`src/rtl/if_pkg.sv`:
```
// Shared types and constants for the instruction-fetch front end.
package if_pkg;

  localparam int unsigned XLEN     = 32;
  localparam logic [31:0] INST_NOP = 32'h0000_0013;
  localparam logic [31:0] PC_STEP  = 32'd4;

  typedef struct packed {
    logic [31:0] pc;
    logic [31:0] inst;
  } fetch_entry_t;

endpackage

```
`src/rtl/if_fetch_ctrl_if.sv`:
```
// Redirect, instruction-memory and decode-side signals of the fetch sequencer.
interface if_fetch_ctrl_if;

  logic        redirect_i;
  logic [31:0] redirect_pc_i;
  logic        imem_req_o;
  logic [31:0] imem_addr_o;
  logic        imem_gnt_i;
  logic        imem_rvalid_i;
  logic [31:0] imem_rdata_i;
  logic        id_valid_o;
  logic        id_ready_i;
  logic [31:0] id_pc_o;
  logic [31:0] id_inst_o;
  // Pulses when an rvalid arrives with nothing outstanding.
  logic        proto_err_o;

  modport master (
    input  redirect_i, redirect_pc_i, imem_gnt_i, imem_rvalid_i, imem_rdata_i, id_ready_i,
    output imem_req_o, imem_addr_o, id_valid_o, id_pc_o, id_inst_o, proto_err_o
  );

  modport slave (
    output redirect_i, redirect_pc_i, imem_gnt_i, imem_rvalid_i, imem_rdata_i, id_ready_i,
    input  imem_req_o, imem_addr_o, id_valid_o, id_pc_o, id_inst_o, proto_err_o
  );

endinterface

```
`src/rtl/if_fetch_buf.sv`:
```
// Small synchronous FIFO of fetch entries with flush and occupancy count.
module if_fetch_buf
  import if_pkg::*;
#(
  parameter int unsigned DEPTH = 3,
  localparam int unsigned CW = $clog2(DEPTH + 1),
  localparam int unsigned PW = (DEPTH > 1) ? $clog2(DEPTH) : 1
) (
  input  logic         clk,
  input  logic         rst,
  input  logic         push,
  input  logic         pop,
  input  logic         flush,
  input  fetch_entry_t wdata,
  output fetch_entry_t head,
  output logic [CW-1:0] count
);

  fetch_entry_t  mem_q [DEPTH];
  logic [PW-1:0] wr_q, rd_q;
  logic [CW-1:0] cnt_q;
  logic          do_push, do_pop;

  function automatic logic [PW-1:0] ptr_inc(input logic [PW-1:0] p);
    return (p == PW'(DEPTH - 1)) ? '0 : p + 1'b1;
  endfunction

  assign do_pop  = pop && (cnt_q != '0);
  // A full buffer still accepts a push when the head leaves in the same cycle.
  assign do_push = push && ((cnt_q != CW'(DEPTH)) || do_pop);

  always_ff @(posedge clk or posedge rst) begin
    if (rst) begin
      for (int i = 0; i < int'(DEPTH); i++) mem_q[i] <= '0;
      wr_q  <= '0;
      rd_q  <= '0;
      cnt_q <= '0;
    end else if (flush) begin
      wr_q  <= '0;
      rd_q  <= '0;
      cnt_q <= '0;
    end else begin
      if (do_push) begin
        mem_q[wr_q] <= wdata;
        wr_q        <= ptr_inc(wr_q);
      end
      if (do_pop) rd_q <= ptr_inc(rd_q);
      cnt_q <= cnt_q + CW'(do_push) - CW'(do_pop);
    end
  end

  assign head  = mem_q[rd_q];
  assign count = cnt_q;

endmodule

```
`src/rtl/if_fetch_ctrl.sv`:
```
// Fetch sequencer: owns the fetch PC, issues imem requests, drops stale responses after a
// redirect and queues returned instructions for decode.
module if_fetch_ctrl
  import if_pkg::*;
#(
  parameter logic [31:0] RESET_PC = 32'h0000_0000,
  parameter int unsigned DEPTH    = 3
) (
  input logic            clk,
  input logic            rst,
  if_fetch_ctrl_if.master bus
);

  localparam int unsigned CW = $clog2(DEPTH + 1);

  logic [31:0]   pc_q, pc_d;
  logic [CW-1:0] inflight_q, inflight_d;
  logic [CW-1:0] drop_q, drop_d;
  logic [CW-1:0] buf_cnt, aq_cnt;
  logic [CW:0]   occ;
  logic          fire, rv, aq_pop, keep, id_pop;
  fetch_entry_t  buf_head, aq_head, buf_wdata, aq_wdata;

  assign occ  = {1'b0, buf_cnt} + {1'b0, inflight_q};
  // Issue depends only on registered occupancy, never on id_ready_i.
  assign bus.imem_req_o  = !rst && !bus.redirect_i && (occ < (CW + 1)'(DEPTH));
  assign bus.imem_addr_o = pc_q;

  assign fire   = bus.imem_req_o && bus.imem_gnt_i;
  assign rv     = bus.imem_rvalid_i && (inflight_q != '0);
  assign aq_pop = rv && (drop_q == '0) && (aq_cnt != '0);
  assign keep   = aq_pop && !bus.redirect_i;
  assign id_pop = bus.id_valid_o && bus.id_ready_i;

  assign bus.proto_err_o = !rst && bus.imem_rvalid_i && (inflight_q == '0);

  always_comb begin
    pc_d       = pc_q;
    inflight_d = inflight_q + CW'(fire) - CW'(rv);
    drop_d     = drop_q;
    if (rv && (drop_q != '0)) drop_d = drop_q - 1'b1;
    if (fire) pc_d = pc_q + PC_STEP;
    if (bus.redirect_i) begin
      pc_d   = {bus.redirect_pc_i[31:2], 2'b00};
      // Everything still outstanding after this cycle is now stale.
      drop_d = inflight_d;
    end
  end

  always_ff @(posedge clk or posedge rst) begin
    if (rst) begin
      pc_q       <= RESET_PC;
      inflight_q <= '0;
      drop_q     <= '0;
    end else begin
      pc_q       <= pc_d;
      inflight_q <= inflight_d;
      drop_q     <= drop_d;
    end
  end

  assign aq_wdata  = '{pc: pc_q, inst: INST_NOP};
  assign buf_wdata = '{pc: aq_head.pc, inst: bus.imem_rdata_i};

  if_fetch_buf #(.DEPTH(DEPTH)) u_addr_q (
    .clk   (clk),
    .rst   (rst),
    .push  (fire),
    .pop   (aq_pop),
    .flush (bus.redirect_i),
    .wdata (aq_wdata),
    .head  (aq_head),
    .count (aq_cnt)
  );

  if_fetch_buf #(.DEPTH(DEPTH)) u_fetch_buf (
    .clk   (clk),
    .rst   (rst),
    .push  (keep),
    .pop   (id_pop),
    .flush (bus.redirect_i),
    .wdata (buf_wdata),
    .head  (buf_head),
    .count (buf_cnt)
  );

  assign bus.id_valid_o = (buf_cnt != '0);
  assign bus.id_pc_o    = buf_head.pc;
  assign bus.id_inst_o  = buf_head.inst;

  logic unused_bits;
  assign unused_bits = ^{aq_head.inst, bus.redirect_pc_i[1:0]};

`ifdef IF_FETCH_STRICT_PROTO
  assert property (@(posedge clk) disable iff (rst) !bus.proto_err_o)
    else $error("rvalid with no request outstanding");
`endif

endmodule

```
`src/flat_wrapper.sv`:
```
// flat-port wrapper written by rule: the top's interface ports become plain ports
module if_fetch_ctrl_flat import if_pkg::*;
#(
  parameter logic [31:0] RESET_PC = 32'h0000_0000,
  parameter int unsigned DEPTH    = 3
)
  (clk, rst, bus_redirect_i, bus_redirect_pc_i, bus_imem_gnt_i, bus_imem_rvalid_i, bus_imem_rdata_i, bus_id_ready_i, bus_imem_req_o, bus_imem_addr_o, bus_id_valid_o, bus_id_pc_o, bus_id_inst_o, bus_proto_err_o);
  if_fetch_ctrl_if bus_i ();
  input logic clk;
  input logic rst;
  input wire logic [$bits(bus_i.redirect_i)-1:0] bus_redirect_i;
  input wire logic [$bits(bus_i.redirect_pc_i)-1:0] bus_redirect_pc_i;
  input wire logic [$bits(bus_i.imem_gnt_i)-1:0] bus_imem_gnt_i;
  input wire logic [$bits(bus_i.imem_rvalid_i)-1:0] bus_imem_rvalid_i;
  input wire logic [$bits(bus_i.imem_rdata_i)-1:0] bus_imem_rdata_i;
  input wire logic [$bits(bus_i.id_ready_i)-1:0] bus_id_ready_i;
  output wire logic [$bits(bus_i.imem_req_o)-1:0] bus_imem_req_o;
  output wire logic [$bits(bus_i.imem_addr_o)-1:0] bus_imem_addr_o;
  output wire logic [$bits(bus_i.id_valid_o)-1:0] bus_id_valid_o;
  output wire logic [$bits(bus_i.id_pc_o)-1:0] bus_id_pc_o;
  output wire logic [$bits(bus_i.id_inst_o)-1:0] bus_id_inst_o;
  output wire logic [$bits(bus_i.proto_err_o)-1:0] bus_proto_err_o;
  assign bus_i.redirect_i = bus_redirect_i;
  assign bus_i.redirect_pc_i = bus_redirect_pc_i;
  assign bus_i.imem_gnt_i = bus_imem_gnt_i;
  assign bus_i.imem_rvalid_i = bus_imem_rvalid_i;
  assign bus_i.imem_rdata_i = bus_imem_rdata_i;
  assign bus_i.id_ready_i = bus_id_ready_i;
  assign bus_imem_req_o = bus_i.imem_req_o;
  assign bus_imem_addr_o = bus_i.imem_addr_o;
  assign bus_id_valid_o = bus_i.id_valid_o;
  assign bus_id_pc_o = bus_i.id_pc_o;
  assign bus_id_inst_o = bus_i.id_inst_o;
  assign bus_proto_err_o = bus_i.proto_err_o;
  if_fetch_ctrl #(.RESET_PC(RESET_PC), .DEPTH(DEPTH)) u_core (.clk(clk), .rst(rst), .bus(bus_i));
endmodule
```
`config.mk`:
```
export PLATFORM = sky130hd
export DESIGN_NAME = if_fetch_ctrl_flat
export DESIGN_NICKNAME = d
export VERILOG_FILES = /design/src/rtl/if_pkg.sv /design/src/rtl/if_fetch_ctrl_if.sv /design/src/rtl/if_fetch_buf.sv /design/src/rtl/if_fetch_ctrl.sv /design/src/flat_wrapper.sv
export SDC_FILE = /design/constraint.sdc
export NUM_CORES = 1
export LEC_CHECK = 0
export CORE_ASPECT_RATIO = 0.9
export CORE_MARGIN = 2
export CORE_UTILIZATION = 55
export CTS_CLUSTER_SIZE = 16
export DETAILED_ROUTE_END_ITERATION = 7
export HOLD_SLACK_MARGIN = 0.15
export PLACE_DENSITY = 0.8
export SLEW_MARGIN = 20
export SYNTH_ARGS = -nofsm -noshare
export SYNTH_HDL_FRONTEND = slang
export SYNTH_SLANG_ARGS = --single-unit
```
`constraint.sdc`:
```
create_clock -name clk -period 20.7 [get_ports clk]
set_input_delay 4.14 -clock clk [delete_from_list [all_inputs] [get_ports clk]]
set_output_delay 4.14 -clock clk [all_outputs]
set_load 0.005 [all_outputs]
```
==> metrics.cfg <==
[grt]
grt_pass1_wl_um = 54000
grt_use_met3_pct = 3.72
grt_pass1_vias = 10312
grt-busiest-layer = met2
grtUsageTotal_pct = 23.3
grt_overflow = 0
grt_use_met1_pct = 33.4
use_met2_pct = 37.7
antenna_found_initial = 0
grt_max_degree = 99

[detailed_routing]
drc = 0
drt_wl_total_um = 33500
antenna_left = 0
num_vias = 10136
first_pass_iters = 6
wl_per_cell_um = 19.5
drt_iter0_drc = 728
via_per_inst = 5.89

[worst_setup_path]
max_stage_delay_ns = 0.59
cp_slowest_cell = clkdlybuf4s50_1
startpoint_type = input pin
worstPathRequired_ns = 16.56
worst_setup_path_end_kind = output pin
cp.arrival_ns = 5.71
crit_top_cell = clkdlybuf4s50_1
criticalPathCategory = in -> out
cp_max_fo = 4
crit_path_cell_trace = clkdlybuf4s50_1, a211o_1, nor2_1, clkdlybuf4s50_1

[placed_design]
place_congestion = 0.870
dpl_worst_slack_ns = 10.87
io_buffers = 164
dp.cells = 1660
hpwl_um = 20600

[sta]
fin_ws_ns = 10.85
worst_slew_pin_slew_ns = 0.979
fin_skew_ns = 0.0119
rsz0062_at_grt = false
finalSetupTns_ns = 0
relSlewSlack_pct = 34.7
fmax_mhz = 102
min_period_ns = 9.85
hold_viol = 0
finalCritPeriodShare_pct = 47.6
drv_slew = 0
setup_viol_count_final = 0

[synthesis]
synth_area_leader_cell = dfrtp_1
synth-edff-count = 0
syn-cell-area_um2 = 15200
ys_ff_latch = 325
synthDominantCellAreaShare_pct = 53.4
yosysUniqueCellTypes = 54
async_flop_share_pct = 100
ys_warn_count = 0
ys.flop_type = dfrtp_1
yosysSeqAreaShare_pct = 53.4
synthTopCellsByArea = dfrtp_1 53%, mux2_2 20%, mux2i_1 6.3%
synth_cells = 1213
syn_avg_cell_area_um2 = 12.6

[die]
core_um2 = 27100
num_io_pins = 169
initial_utilization_pct = 56.2
dieArea_um2 = 29000
die_y_um = 162
die_x_um = 179
num_rows = 57

[status]
status = completed

[final_layout]
final_layout_size_suffix_gt1_share_pct = 25.9
finalNonFillerCells = 1720
num_antenna_cells = 0
area_growth_pct = 18.5
nets = 1423

[power]
irDropWorstVdd_mv = 0.0509
p_per_area_nw_per_um2 = 107
leakage_uw = 0.00800

[clock_network]
root_buffer = clkbuf_16
cts.clk_slew.worst_paths_ns = 0.06
cts_made_buffers = 35
ctsResizeCount = 0
clkSinkCount = 325
htreeDepth = 2
hold_buffers = 0
postCtsSetupBuffers = 0
worstSkewPairLatency_ns = 0.50
cts_buffer_depth = 3
cts_tree = yes

[flow_run]
max_cap_viol_count = 0

[worst_hold_path]
min_path_type = reg -> reg

-- placed cells by master, fill, tap and decap left out, drive strengths merged, types with 18 or more instances in the layout --
cell / instances
dfrtp: 325
mux2: 280
clkdlybuf4s50: 164
nand2: 130
mux2i: 96
o21ai: 77
clkbuf: 51
o22ai: 29
nand3: 19
nor2: 18
-- cell usage after synthesis (3+ instances only) --
master and count:
o31ai_1 9, o22ai_1 29, mux2i_1 96, a31oi_1 10, nand3b_1 4, o21ai_0 77
o311ai_0 13, nand3_1 19, a21oi_1 3, xnor2_1 7, dfrtp_1 325, clkbuf_1 36
buf_6 23, and2_1 5, nand4_1 8, mux2_2 269, nor4_1 5, inv_1 17
or4_1 12, buf_1 4, nor2_1 18, buf_2 14, xor2_1 5, mux2_1 11
nand2_1 130, ha_1 9, nor2b_1 7, buf_4 8, and4_1 7, a21o_1 3
-- path summary, 6_finish.rpt --
path,start,to,slack [ns],cells past startpoint
setup / recovery,rst,bus_imem_req_o,10.85,4
hold reg to reg,u_core.u_fetch_buf.mem_q[33],u_core.u_fetch_buf.mem_q[33],0.48,1
setup reg to reg,u_core.inflight_q[0],u_core.drop_q[1],17.41,9
min in group asynchronous,rst,u_core.inflight_q[0],4.28,2
max in group asynchronous,rst,u_core.bus.imem_addr_o[13],14.93,3
hold / removal,u_core.u_fetch_buf.mem_q[33],u_core.u_fetch_buf.mem_q[33],0.48,1
-- flip-flops by register name, summed over array words and instances, names as in the netlist --
| signal | cells |
|---|---|
| u_core.u_fetch_buf.mem_q | 189 |
| u_core.u_addr_q.mem_q | 90 |
| u_core.bus.imem_addr_o | 30 |
| u_core.drop_q | 2 |
| u_core.inflight_q | 2 |
| u_core.u_addr_q.count | 2 |
| u_core.u_addr_q.rd_q | 2 |
| u_core.u_addr_q.wr_q | 2 |
| u_core.u_fetch_buf.count | 2 |
| u_core.u_fetch_buf.rd_q | 2 |
| u_core.u_fetch_buf.wr_q | 2 |
-- area by class of cell --
class,instances,area (um^2)
clock inverters,9,72.6
inverters,17,71.3
repair buffers,178,1750
flip-flops and latches,325,8140
multi-input cells,786,6510
fillers,2009,9060
well taps,354,443
clock buffers,51,1050
-- logic make-up after synthesis --
group | Yosys count | synth area share, %
simple gates | 231 | 7.57
mux | 376 | 27.0
xor+xnor | 12 | 0.690
fa+ha+maj | 10 | 0.871
flops | 325 | 53.4
buf+inv | 103 | 3.99
compound gates | 155 | 6.42
other cells | 1 | 0.0246
-- metal layers --
metal	routed length, um	vias to the layer above
li1	-	4622
met2	15900	334
met5	0	-
met4	497	0
met3	2040	52
met1	15100	5128
-- critical path: cells and delay by family --
kind	cells	cell delay [ns]
AO/OA/AOI/OAI	1	0.36
AND/OR/NAND/NOR	1	0.11
buffers and inverters	2	1.10
-- where the power goes --
part | switching [uW] | internal, uW
sequential | 86.3 | 760
clock | 245 | 363
combinational | 223 | 261
-- per-stage QoR --
| stage | power [uW] | utilization (%) | cell area, um^2 | hold WS, ns |
|---|---|---|---|---|
| 3_3_place_gp | 1320 | 62.4 | 16900 | 0.467 |
| 6_report | 1940 | 66.6 | 18000 | 0.483 |
| 2_1_floorplan | 1110 | - | 15200 | 0.453 |
| 5_1_grt | 2040 | 66.6 | 18000 | 0.505 |
| 3_5_place_dp | 1340 | 62.4 | 16900 | 0.471 |
| 4_1_cts | 1960 | 66.5 | 18000 | 0.489 |
(Power assumes the default switching activity.)
